[src/rtl/cam_sccb_config.sv]
// cam_sccb_config: camera power-up sequencer that walks a {reg,data} table
// and issues one SCCB 3-phase write per entry.
module cam_sccb_config #(
    parameter int         QUARTER_CYC = 125,
    parameter int         POWERUP_CYC = 50000,
    parameter int         DELAY_CYC   = 500000,
    parameter logic [7:0] DEV_ID      = 8'h42,
    parameter int         TAW         = 8
) (
    input  logic           clk_i,
    input  logic           reset_n_i,
    input  logic           start_i,
    output logic           busy_o,
    output logic           done_o,
    output logic [TAW-1:0] tbl_addr_o,
    input  logic [15:0]    tbl_data_i,
    output logic           sio_c_o,
    output logic           sio_d_oe_o,
    output logic           cam_rst_n_o,
    output logic           cam_pwdn_o,
    output logic [TAW-1:0] wr_count_o
);
    localparam int MAXA = (DELAY_CYC > POWERUP_CYC) ? DELAY_CYC : POWERUP_CYC;
    localparam int MAXC = (MAXA > QUARTER_CYC) ? MAXA : QUARTER_CYC;
    localparam int CW   = $clog2(MAXC + 1);

    typedef enum logic [3:0] {
        IDLE, PWR_LO, PWR_HI, FETCH, DECODE, DELAY, START, SHIFT, STOP, GAP, DONE_ST
    } state_t;

    state_t         state_q, state_d;
    logic [CW-1:0]  cnt_q, cnt_d;
    logic [1:0]     ph_q, ph_d;
    logic [3:0]     bit_q, bit_d;
    logic [1:0]     byte_q, byte_d;
    logic [23:0]    sh_q, sh_d;
    logic [TAW-1:0] addr_q, addr_d, wr_q, wr_d;
    logic           busy_q, busy_d, done_q, done_d, sio_c_q, sio_c_d, oe_q, oe_d, rst_q, rst_d;
    logic           cnt_zero, qend, last, bus_st;

    assign cnt_zero = cnt_q == '0;
    assign qend     = cnt_zero && ph_q == 2'd3;
    assign last     = &addr_q;
    assign bus_st   = state_q inside {START, SHIFT, STOP, GAP};

    always_comb begin
        state_d = state_q;
        cnt_d   = cnt_q;
        ph_d    = ph_q;
        bit_d   = bit_q;
        byte_d  = byte_q;
        sh_d    = sh_q;
        addr_d  = addr_q;
        wr_d    = wr_q;
        // All bus states share one quarter-phase timebase.
        if (bus_st) begin
            cnt_d = cnt_zero ? CW'(QUARTER_CYC - 1) : cnt_q - CW'(1);
            ph_d  = cnt_zero ? ph_q + 2'd1 : ph_q;
        end
        unique case (state_q)
            IDLE, DONE_ST: if (start_i) begin
                state_d = PWR_LO;
                cnt_d   = CW'(POWERUP_CYC - 1);
                addr_d  = '0;
                wr_d    = '0;
            end
            PWR_LO: begin
                state_d = cnt_zero ? PWR_HI : PWR_LO;
                cnt_d   = cnt_zero ? CW'(POWERUP_CYC - 1) : cnt_q - CW'(1);
            end
            PWR_HI: begin
                state_d = cnt_zero ? FETCH : PWR_HI;
                cnt_d   = cnt_q - CW'(1);
            end
            FETCH: state_d = DECODE;
            DECODE: begin
                if (tbl_data_i == 16'hFFFF) state_d = DONE_ST;
                else if (tbl_data_i == 16'hFFF0) begin
                    state_d = DELAY;
                    cnt_d   = CW'(DELAY_CYC - 1);
                end else begin
                    state_d = START;
                    cnt_d   = CW'(QUARTER_CYC - 1);
                    ph_d    = 2'd0;
                    sh_d    = {DEV_ID, tbl_data_i};
                end
            end
            DELAY: begin
                cnt_d = cnt_q - CW'(1);
                if (cnt_zero) begin
                    state_d = last ? DONE_ST : FETCH;
                    addr_d  = last ? addr_q : addr_q + TAW'(1);
                end
            end
            START: if (qend) begin
                state_d = SHIFT;
                bit_d   = 4'd0;
                byte_d  = 2'd0;
            end
            SHIFT: if (qend) begin
                bit_d   = bit_q == 4'd8 ? 4'd0 : bit_q + 4'd1;
                byte_d  = bit_q == 4'd8 ? byte_q + 2'd1 : byte_q;
                sh_d    = bit_q == 4'd8 ? sh_q : {sh_q[22:0], 1'b0};
                state_d = (bit_q == 4'd8 && byte_q == 2'd2) ? STOP : SHIFT;
            end
            STOP: if (qend) state_d = GAP;
            GAP: if (qend) begin
                wr_d    = &wr_q ? wr_q : wr_q + TAW'(1);
                state_d = last ? DONE_ST : FETCH;
                addr_d  = last ? addr_q : addr_q + TAW'(1);
            end
            default: state_d = IDLE;
        endcase
        // Outputs are registered from next-state values so the pins never glitch.
        sio_c_d = state_d == START ? ph_d != 2'd3 :
                  state_d == SHIFT ? ph_d[1] :
                  state_d == STOP  ? ph_d != 2'd0 : 1'b1;
        oe_d    = state_d == START ? ph_d[1] :
                  state_d == SHIFT ? (bit_d != 4'd8 && !sh_d[23]) :
                  state_d == STOP  ? !ph_d[1] : 1'b0;
        busy_d  = !(state_d inside {IDLE, DONE_ST});
        done_d  = state_d == DONE_ST;
        rst_d   = state_d != PWR_LO;
    end

    always_ff @(posedge clk_i or negedge reset_n_i) begin
        if (!reset_n_i) begin
            state_q <= IDLE;
            cnt_q   <= '0;
            ph_q    <= '0;
            bit_q   <= '0;
            byte_q  <= '0;
            sh_q    <= '0;
            addr_q  <= '0;
            wr_q    <= '0;
            busy_q  <= 1'b0;
            done_q  <= 1'b0;
            sio_c_q <= 1'b1;
            oe_q    <= 1'b0;
            rst_q   <= 1'b1;
        end else begin
            state_q <= state_d;
            cnt_q   <= cnt_d;
            ph_q    <= ph_d;
            bit_q   <= bit_d;
            byte_q  <= byte_d;
            sh_q    <= sh_d;
            addr_q  <= addr_d;
            wr_q    <= wr_d;
            busy_q  <= busy_d;
            done_q  <= done_d;
            sio_c_q <= sio_c_d;
            oe_q    <= oe_d;
            rst_q   <= rst_d;
        end
    end

    assign busy_o      = busy_q;
    assign done_o      = done_q;
    assign tbl_addr_o  = addr_q;
    assign wr_count_o  = wr_q;
    assign sio_c_o     = sio_c_q;
    assign sio_d_oe_o  = oe_q;
    assign cam_rst_n_o = rst_q;
    assign cam_pwdn_o  = 1'b0;
endmodule

[config.mk]
export PLATFORM = sky130hd
export DESIGN_NAME = cam_sccb_config
export DESIGN_NICKNAME = d
export VERILOG_FILES = /design/src/rtl/cam_sccb_config.sv
export SDC_FILE = /design/constraint.sdc
export NUM_CORES = 1
export LEC_CHECK = 0
export ABC_AREA = 1
export BUFFER_PORTS_ARGS = -buffer_cell sky130_fd_sc_hd__buf_4
export CAP_MARGIN = 20
export CELL_PAD_IN_SITES_DETAIL_PLACEMENT = 1
export CELL_PAD_IN_SITES_GLOBAL_PLACEMENT = 2
export CORE_ASPECT_RATIO = 0.75
export CORE_MARGIN = 2
export CORE_UTILIZATION = 38
export DETAILED_ROUTE_END_ITERATION = 8
export HOLD_SLACK_MARGIN = 0.02
export PLACE_DENSITY_LB_ADDON = 0.1
export SLEW_MARGIN = 10
export SYNTH_ARGS = -nofsm -noshare
export SYNTH_HDL_FRONTEND = slang
export SYNTH_SLANG_ARGS = --single-unit
[constraint.sdc]
create_clock -name clk_i -period 6.15 [get_ports clk_i]
set_input_delay 0.9225 -clock clk_i [delete_from_list [all_inputs] [get_ports clk_i]]
set_output_delay 0.9225 -clock clk_i [all_outputs]
set_load 0.005 [all_outputs]
==> metrics.md <==
| Metric | Value |
|---|---|
| RSZ-0062 raised after global routing | `no` |
| Share of layout cells above drive strength 1 | `22.7%` |
| CORE AREA | `12900 µm²` |
| Top FF cell, synth | `dfrtp_1` |
| Routed vias/inst | `5.22` |
| Vias in the first global route | `4558` |
| Final Max Slew Viols | `0` |
| DP HPWL | `11300 µm` |
| Util after Layout | `44.6%` |
| Seq/Total Area, Yosys | `38.1%` |
| Min Clock Period, post-route | `2.58 ns` |
| Met2 Usage GRT | `34.4%` |
| TritonCTS Buffers | `9` |
| Synth Register Bits | `76` |
| R2r setup slk | `3.57 ns` |
| GR peak layer | `met2` |
| Post-synth EDFFs | `0` |
| Asr flop ratio synth | `100%` |
| Area grow syn2layout | `15.4%` |
| Remaining DRCs | `0` |
| Pin count of the biggest net entering global routing | `77` |
| Count of cells resized by post-cts repair | `0` |
| Initial DRC count | `194` |
| CTS Hold Bufs | `0` |
| Overall via count from detail_route | `4509` |
| NumNets Final | `715` |
| Total global-route track usage | `22.3%` |
| Mean routed wirelength per cell | `17.1 µm` |
| Fillers | `1599` |
| Remaining global-route overflow | `0` |
| Crit share post-route | `42.0%` |
| CP max FO | `6` |
| Setup bufs post-CTS | `0` |
| Slew HR | `35.1%` |
| DIE AREA | `14100 µm²` |
| Crit start category | `register` |
| GP Congestion | `0.864` |
| Status | `complete, no violations` |
| Worst slew pin tran | `0.972 ns` |
| Yosys Warn Count | `0` |
| Rows | `36` |
| Synth top area share | `37.0%` |
| Starting density of the core | `38.7%` |
| Crit path arrival time | `2.80 ns` |
| Clock skew | `0.00615 ns` |
| Post-route ant nets | `0` |
| Synth top area cells | `dfrtp_1 37%, nand2_1 9.5%, inv_1 6.6%, nand3_1 6.0%, nor2_1 3.6%` |
| Worst-Skew Late Latency | `0.35 ns` |
| Hold crit path type | `in2async` |
| Power per cell area | `319 nW/µm²` |
| Clk buf depth | `2` |
| Total negative slack | `0 ns` |
| # diodes | `0` |
| Synth unique cells | `48` |
| Leakage | `2.75 nW` |
| Met3 GRT Util | `4.68%` |
| Syn Area/Cell | `7.72 µm²` |
| First-pass GRT wire length | `24100 µm` |
| PortBufs | `39` |
| Initial antenna violation count | `0` |
| Clock transition at path regs | `0.07 ns` |
| Top Ports | `41` |
| Syn Std Cell Area | `5000 µm²` |
| # clock sinks | `76` |
| VDD IR max | `0.000149 V` |
| Mapped Cells | `648` |
| CTS tree | `yes` |
| Met1 GRT Util | `32.8%` |
| CP endpoint kind | `register` |
| Yosys top cell by area | `dfrtp_1` |
| R2R depth | `13` |
| Maxcap violations | `0` |
| Max frequency | `387 MHz` |
| Pre-antenna DRT Iters | `5` |
| Worst Path Class, Setup | `reg2reg` |
| Net Count, Synth | `675` |
| Die height | `103 µm` |
| Total Routed Length | `14800 µm` |
| Data required time of the worst path | `6.37 ns` |
| Final setup violation count | `0` |
| H-tree depth | `3` |
| Hold Violations, Final | `0` |
| Worst r2r src | `cnt_q[0]$_DFF_PN0_` |
| Die width | `136 µm` |
| Reg-to-reg endpoint | `cnt_q[7]$_DFF_PN0_` |
| Clock root buffer | `clkbuf_16` |
-- placed cells by master, fill, tap and decap left out, types with 8 or more instances in the layout --
cell	Yosys	final
a21oi_1	15	15
buf_4	1	39
clkbuf_16	0	9
dfrtp_1	74	74
ha_1	8	8
inv_1	88	88
inv_2	20	20
nand2_1	127	127
nand2_2	14	14
nand3_1	60	60
nand3_2	9	9
nand4_1	19	19
nor2_1	48	48
nor2_2	17	17
nor2_4	14	14
nor3_1	10	10
o21ai_0	25	25
o22ai_1	13	13
xor2_1	17	17
-- how the worst max path moves through the flow --
stage	startpoint	endpoint	slack, ns	depth (start not counted)
finish	cnt_q[0]$_DFF_PN0_	cnt_q[7]$_DFF_PN0_	3.57	13
global route	cnt_q[0]$_DFF_PN0_	cnt_q[10]$_DFF_PN0_	3.28	13
CTS	cnt_q[0]$_DFF_PN0_	cnt_q[7]$_DFF_PN0_	3.55	13
detailed placement	tbl_data_i[5]	busy_o$_DFF_PN0_	3.31	14
global placement	tbl_data_i[0]	busy_o$_DFF_PN0_	3.38	13
floorplan	tbl_data_i[5]	busy_o$_DFF_PN0_	4.00	13
-- registers in the layout, summed over array words and instances, names as in the netlist --
register,flops
sh_q,24
cam_rst_n_o,1
tbl_addr_o,8
done_o,1
sio_d_oe_o,1
cnt_q,19
busy_o,1
byte_q,2
bit_q,4
wr_count_o,8
sio_c_o,1
ph_q,2
state_q,4
-- critical path: stages (launching register included) --
cell     delay, ns
dfrtp_1       0.45
inv_1         0.17
ha_1          0.23
inv_1         0.05
nor2_1        0.08
nand2_1       0.10
nor2_2        0.15
nand3_2       0.19
nand2_1       0.14
inv_1         0.06
nor2_1        0.23
inv_1         0.21
nor2_2        0.25
o22ai_1       0.12
-- routing by layer --
| metal | share of wire [%] | routed length (µm) | up-vias |
|---|---|---|---|
| met5 | 0 | 0 | - |
| met1 | 52 | 7710 | 2256 |
| met3 | 2.8 | 421 | 8 |
| met4 | 0.59 | 87 | 0 |
| met2 | 44 | 6570 | 51 |
| li1 | - | - | 2194 |
-- metrics by stage --
step	setup WS (ns)	power [W]	instance area [µm²]	hold slack [ns]	std cells
floorplan	4.00	0.00111	5000	0.451	648
global placement	3.38	0.00126	5440	0.466	847
detailed placement	3.31	0.00128	5440	0.480	847
CTS	3.55	0.00185	5740	0.494	863
global route	3.28	0.00197	5770	0.471	864
finish	3.57	0.00184	5770	0.461	864
-- cells in the mapped netlist, types with 4 or more instances --
master / n
dfrtp_1: 74
o211ai_1: 7
nand2_1: 127
clkbuf_1: 6
a21oi_1: 15
nor2_4: 14
nor2_1: 48
o21ai_0: 25
o221ai_1: 6
inv_2: 20
o21ai_1: 6
ha_1: 8
nand2_2: 14
nand3_1: 60
o22ai_1: 13
xor2_1: 17
nand3_2: 9
nand2_4: 5
nor3_1: 10
nand4_1: 19
nor2_2: 17
nor3_2: 4
inv_1: 88
-- final cells by class --
type | count | area (µm²) | area share, %
clock buffer | 9 | 225 | 3.90
clock inverter | 7 | 80.1 | 1.39
inverter | 109 | 412 | 7.13
multi-input combinational | 452 | 2620 | 45.3
sequential | 76 | 1900 | 33.0
tap | 171 | 214 | 3.71
timing repair buffer | 40 | 320 | 5.55
-- report_power, final --
| group | internal (W) | switching, W | leakage (nW) | total, W |
|---|---|---|---|---|
| Combinational | 0.000211 | 0.000412 | 1.71 | 0.000622 |
| Clock | 0.000320 | 0.000245 | 0.143 | 0.000565 |
| Sequential | 0.000578 | 0.0000780 | 0.895 | 0.000656 |
-- cell families after synthesis --
| kind of cell | Yosys count | synth area share, % |
|---|---|---|
| AOI/OAI and AO/OA | 88 | 11.4 |
| xor gates and xnor gates | 18 | 3.15 |
| adders and majority gates | 8 | 2.00 |
| buffers and inverters | 120 | 9.61 |
| DFF | 76 | 38.1 |
| other | 1 | 0.0750 |
| and+or+nand+nor | 337 | 35.7 |
Power figures use the tool's default switching activity.
